[src/rtl/seg_scan_if.sv]
// Bundles the frame-staging handshake and display drive signals of the scan controller.
// The master side stages frames and supplies the graphic segment map; the slave side is the controller.
interface seg_scan_if;
    logic        load;
    logic [31:0] data;
    logic        graph_mode;
    logic [7:0]  point;
    logic [7:0]  blank;
    logic [7:0]  seg_graph;
    logic        busy;
    logic        ack;
    logic [2:0]  scan;
    logic [31:0] disp_data;
    logic [7:0]  an;
    logic [7:0]  seg;

    // load is accepted on any rising clk edge where busy is low; while busy is high,
    // load is ignored. ack pulses for one cycle once the staged frame becomes visible.
    modport master (
        output load, data, graph_mode, point, blank, seg_graph,
        input  busy, ack, scan, disp_data, an, seg
    );

    modport slave (
        input  load, data, graph_mode, point, blank, seg_graph,
        output busy, ack, scan, disp_data, an, seg
    );
endinterface

[src/rtl/seg_scan_ctrl.sv]
// Eight-digit multiplexed seven-segment scan controller with double-buffered frames.
// New frames are staged in a shadow copy and only become visible at a frame boundary.
module seg_scan_ctrl #(
    parameter int DIV_W = 17
) (
    input  logic       clk,
    input  logic       rst,
    seg_scan_if.slave  bus
);

    logic [DIV_W-1:0] div_cnt;
    logic [2:0]       scan;
    logic             pending;
    logic             ack;

    logic [31:0]      sh_data;
    logic             sh_mode;
    logic [7:0]       sh_dpt;
    logic [7:0]       sh_blk;

    logic [31:0]      disp_data;
    logic             mode;
    logic [7:0]       dpt;
    logic [7:0]       blk;

    logic             tick;
    logic             frame_end;
    logic [3:0]       nibble;
    logic [6:0]       hex_seg;

    assign tick      = &div_cnt;
    assign frame_end = tick && (scan == 3'd7);

    always_ff @(posedge clk or posedge rst) begin
        if (rst) begin
            div_cnt   <= '0;
            scan      <= '0;
            pending   <= 1'b0;
            ack       <= 1'b0;
            sh_data   <= '0;
            sh_mode   <= 1'b0;
            sh_dpt    <= '0;
            sh_blk    <= '0;
            disp_data <= '0;
            mode      <= 1'b0;
            dpt       <= '0;
            blk       <= 8'hFF;
        end else begin
            div_cnt <= div_cnt + 1'b1;
            ack     <= 1'b0;
            if (tick) begin
                scan <= scan + 3'd1;
            end
            // Commit only ever happens with pending set, so a load landing on the
            // same frame_end with pending clear falls through to staging.
            if (frame_end && pending) begin
                disp_data <= sh_data;
                mode      <= sh_mode;
                dpt       <= sh_dpt;
                blk       <= sh_blk;
                pending   <= 1'b0;
                ack       <= 1'b1;
            end else if (bus.load && !pending) begin
                sh_data <= bus.data;
                sh_mode <= bus.graph_mode;
                sh_dpt  <= bus.point;
                sh_blk  <= bus.blank;
                pending <= 1'b1;
            end
        end
    end

    assign nibble = disp_data[4*scan +: 4];

    always_comb begin
        hex_seg = 7'h7F;
        case (nibble)
            4'h0: hex_seg = 7'h40;
            4'h1: hex_seg = 7'h79;
            4'h2: hex_seg = 7'h24;
            4'h3: hex_seg = 7'h30;
            4'h4: hex_seg = 7'h19;
            4'h5: hex_seg = 7'h12;
            4'h6: hex_seg = 7'h02;
            4'h7: hex_seg = 7'h78;
            4'h8: hex_seg = 7'h00;
            4'h9: hex_seg = 7'h10;
            4'hA: hex_seg = 7'h08;
            4'hB: hex_seg = 7'h03;
            4'hC: hex_seg = 7'h46;
            4'hD: hex_seg = 7'h21;
            4'hE: hex_seg = 7'h06;
            4'hF: hex_seg = 7'h0E;
            default: hex_seg = 7'h7F;
        endcase
    end

    assign bus.busy      = pending;
    assign bus.ack       = ack;
    assign bus.scan      = scan;
    assign bus.disp_data = disp_data;
    assign bus.an        = blk[scan] ? 8'hFF : ~(8'b1 << scan);
    assign bus.seg       = mode ? bus.seg_graph : {~dpt[scan], hex_seg};

endmodule
[src/flat_wrapper.sv]
// flat-port wrapper written by rule: the top's interface ports become plain ports
module seg_scan_ctrl_flat 
#(
    parameter int DIV_W = 17
)
  (clk, rst, bus_load, bus_data, bus_graph_mode, bus_point, bus_blank, bus_seg_graph, bus_busy, bus_ack, bus_scan, bus_disp_data, bus_an, bus_seg);
  seg_scan_if bus_i ();
  input  logic clk;
  input  logic rst;
  input wire logic [$bits(bus_i.load)-1:0] bus_load;
  input wire logic [$bits(bus_i.data)-1:0] bus_data;
  input wire logic [$bits(bus_i.graph_mode)-1:0] bus_graph_mode;
  input wire logic [$bits(bus_i.point)-1:0] bus_point;
  input wire logic [$bits(bus_i.blank)-1:0] bus_blank;
  input wire logic [$bits(bus_i.seg_graph)-1:0] bus_seg_graph;
  output wire logic [$bits(bus_i.busy)-1:0] bus_busy;
  output wire logic [$bits(bus_i.ack)-1:0] bus_ack;
  output wire logic [$bits(bus_i.scan)-1:0] bus_scan;
  output wire logic [$bits(bus_i.disp_data)-1:0] bus_disp_data;
  output wire logic [$bits(bus_i.an)-1:0] bus_an;
  output wire logic [$bits(bus_i.seg)-1:0] bus_seg;
  assign bus_i.load = bus_load;
  assign bus_i.data = bus_data;
  assign bus_i.graph_mode = bus_graph_mode;
  assign bus_i.point = bus_point;
  assign bus_i.blank = bus_blank;
  assign bus_i.seg_graph = bus_seg_graph;
  assign bus_busy = bus_i.busy;
  assign bus_ack = bus_i.ack;
  assign bus_scan = bus_i.scan;
  assign bus_disp_data = bus_i.disp_data;
  assign bus_an = bus_i.an;
  assign bus_seg = bus_i.seg;
  seg_scan_ctrl #(.DIV_W(DIV_W)) u_core (.clk(clk), .rst(rst), .bus(bus_i));
endmodule
[config.mk]
export PLATFORM = sky130hd
export DESIGN_NAME = seg_scan_ctrl_flat
export DESIGN_NICKNAME = d
export VERILOG_FILES = /design/src/rtl/seg_scan_if.sv /design/src/rtl/seg_scan_ctrl.sv /design/src/flat_wrapper.sv
export SDC_FILE = /design/constraint.sdc
export NUM_CORES = 1
export LEC_CHECK = 0
export ABC_AREA = 1
export CAP_MARGIN = 20
export CORE_UTILIZATION = 30
export DETAILED_ROUTE_END_ITERATION = 7
export GPL_TIMING_DRIVEN = 0
export HOLD_SLACK_MARGIN = 0.03
export SETUP_SLACK_MARGIN = 0.02
export SYNTH_ARGS = -nofsm -noshare
export SYNTH_HDL_FRONTEND = slang
export SYNTH_SLANG_ARGS = --single-unit
[constraint.sdc]
create_clock -name clk -period 5.1 [get_ports clk]
set_clock_uncertainty 0.15 [all_clocks]
set_input_delay 0.765 -clock clk [delete_from_list [all_inputs] [get_ports clk]]
set_output_delay 0.765 -clock clk [all_outputs]
set_load 0.01 [all_outputs]
==> impl_metrics.yaml <==
outcome:
  status: "complete, but fails checks"
  violations: "DRC"
die:
  die_area_sq_um: 19100
  rows: 49
  die_w_um: 138
  ios: 113
  start_util_pct: 30.7
  core-area_sq_um: 18100
  die_h_um: 138
placement:
  place.gp.congestion: 0.878
  io_buffers: 112
  dp_hpwl_um: 10600
layout:
  syn_to_final_growth_pct: 37.5
  final_nets: 828
  antenna_cells: 0
  final_core_util_pct: 42.3
  drive_gt1_share_pct: 12.3
grt:
  grt_first_pass_wirelength_um: 23500
  grt_pass1_vias: 4463
  grtUsageTotal_pct: 16.0
  antenna_found_initial: 0
  grt_max_degree: 75
  grt-ovfl-total: 0
sta:
  fin_hold_ws_ns: 0.303
  max_freq_mhz: 250
  final.min_clock_period_ns: 3.99
  slew_violations: 0
  slew_headroom_pct: 56.9
  setup_viol: 0
  timing.final.crit_share_pct: 78.3
  tightest_slew_ns: 0.646
  hold_viol_final: 0
  rsz0062_at_grt: "no"
setup_path:
  worst-path-max-fanout: 10
  cp-start-kind: "register"
  path_class: "reg2out"
  cp_top_family: "buffers and inverters"
  crit_chain: "buf_6 > buf_6 > nor2_1 > nor2_1 > o21ai_1 > nand2_1 > nand2_1 > nand2_2 > inv_1 > ha_1 > nand3_1 > a21oi_1 > nand2_1 > nand2_1 > clkdlybuf4s50_1"
  crit_path_frequent_cell: "nand2_1"
  cp.arrival_ns: 3.08
  cp_num_buf_inv: 4
  required_ns: 4.18
  crit_path_end_kind: "output port"
  slowest_stage: "dfrtp_1"
  critPathMaxStageDelay_ns: 0.54
synthesis:
  yosys-top-cells-area: "dfrtp_1, nand2_1, inv_1"
  syn-cell-area_sq_um: 5560
  yosysTopAreaCell: "dfrtp_1"
  synth.distinct_cells: 36
  ys_warn_count: 0
  syn_inst: 622
  synth_nets: 696
  yosysSeqAreaShare_pct: 54.2
  synth_most_common_cell: "nand2_1"
  synth_top_cells_by_count: "nand2_1, dfrtp_1, inv_1, nor2_1, o21ai_0"
  avgSynthCellArea_sq_um: 8.94
  synthFlopType: "dfrtp_1"
  synth.top_cell.area_share_pct: 50.4
  ys_seq_elements: 120
  synth_enable_flop_cells: 0
  async_flop_share_pct: 100
clock_tree:
  cts_resized: 0
  path_clk_slew_ns: 0.05
  clkSinkCount: 120
  cts_buffers: 17
  cts_tree: "built"
  cts_hold_repair.buffers: 0
  clock_latency_ns: 0.42
  cts_setup_buffers: 0
  cts_root_buf: "clkbuf_16"
  htree_num_levels: 4
  cts_buffer_depth: 2
pwr:
  fin_total_pwr_w: 0.00233
  p_comb_share_pct: 2.9
  p_seq_share_pct: 40.9
  powerDensity_nw_per_um2: 305
  switchingPower_w: 0.000457
  cellLeakagePower_nw: 3.65
  peakVddDrop_uv: 201
  p_int_w: 0.00187
  pwr-share-clk_pct: 56.2
  sw_frac_of_total_pct: 19.6
job:
  drv_cap: 0
detailed_routing:
  drtIter0Drc: 268
  vias: 4487
  routed_via_density: 4.51
  routed_wl_um: 14400
  wl_per_cell_um: 14.5
  drc: 20
  antenna_left: 0
  firstDrtPassIters: 7
hold_path:
  hp-class: "reg2reg"
[placed cells by master, fill, tap and decap left out, types with 14 or more instances in the layout]
cell	count
nor2_1	52
nand3_1	38
dfrtp_1	112
mux2_2	16
inv_1	63
clkdlybuf4s50_1	112
a21oi_1	39
clkbuf_16	17
ha_1	14
o21ai_0	47
nand2_1	151
[cell type report]
| cell class | instances | area [sq um] |
|---|---|---|
| fillers | 1738 | 10400 |
| flip-flops and latches | 120 | 3010 |
| multi-input cells | 405 | 2130 |
| repair buffers | 113 | 1150 |
| clock buffers | 20 | 447 |
| well taps | 229 | 287 |
| inverters | 68 | 260 |
| clock inverters | 12 | 198 |
| plain buffers | 29 | 159 |
[sequential cells by signal (all words and copies together), names as in the netlist]
register / cells
u_core.blk: 8
u_core.bus.ack: 1
u_core.bus.busy: 1
u_core.bus.disp_data: 32
u_core.bus.scan: 3
u_core.div_cnt: 17
u_core.dpt: 8
u_core.mode: 1
u_core.sh_blk: 8
u_core.sh_data: 32
u_core.sh_dpt: 8
u_core.sh_mode: 1
[power by group through the flow]
| stage | Sequential [W] | Combinational (W) | Clock (W) |
|---|---|---|---|
| 2_1_floorplan | 0.000970 | 0.0000140 | 0 |
| 3_5_place_dp | 0.000970 | 0.0000701 | 0 |
| 3_3_place_gp | 0.000970 | 0.0000666 | 0 |
| 6_report | 0.000953 | 0.0000677 | 0.00131 |
| 4_1_cts | 0.000953 | 0.0000703 | 0.00133 |
| 5_1_grt | 0.000953 | 0.0000745 | 0.00137 |
[worst reg2reg max path, cell delays in order, from the launching register on]
cell and delay (ns):
dfrtp_1 0.37, ha_1 0.19, nand3_1 0.13, nor3_2 0.22, nand3_1 0.18, nor4_2 0.25
nand2_1 0.10, nor2_1 0.11, ha_1 0.27, nand3_1 0.16, clkinv_1 0.20, clkbuf_1 0.40
nand2_1 0.17, nand2_1 0.10
[per-stage QoR]
stage                     setup TNS, ns  instance area [sq um]  setup slack (ns)  std cells
after global placement           -91.09                   6970            -0.828        963
after detailed placement              0                   7000              1.55        964
after global routing                  0                   7640             0.879        996
after floorplan                       0                   5560              1.01        622
final                                 0                   7640              1.11        996
after CTS                             0                   7640              1.11        996
[metal layers]
| metal | vias up | wire length (um) | GRT usage [%] |
|---|---|---|---|
| li1 | 2240 | - | - |
| met1 | 2113 | 6610 | 20.8 |
| met2 | 124 | 6730 | 25.5 |
| met3 | 10 | 884 | 4.95 |
| met4 | 0 | 165 | 5.09 |
| met5 | - | 0 | 0 |
[cell families (layout without fill, tap and decap cells)]
group,after synthesis,in the layout,synth area share [%]
buf+inv,97,242,7.45
flops,120,120,54.2
compound gates,100,100,9.47
fa+ha+maj,14,14,3.15
mux,16,16,3.24
xor+xnor,14,14,2.21
simple gates,261,261,20.3
[path summary, 6_finish.rpt]
path                                          from           endpoint  slack (ns)  depth (start not counted)
worst max-delay path            u_core.bus.scan[0]         bus_seg[1]        1.11                         15
worst min-delay path             u_core.div_cnt[0]  u_core.div_cnt[0]        0.30                          1
worst max register to register   u_core.div_cnt[0]      u_core.blk[7]        2.04                         13
worst min register to register   u_core.div_cnt[0]  u_core.div_cnt[0]        0.30                          1
max in group asynchronous                      rst      u_core.blk[5]        3.49                          3
min in group asynchronous                      rst  u_core.sh_data[7]        0.60                          2
Note: power is estimated with default switching activity, not from simulation.
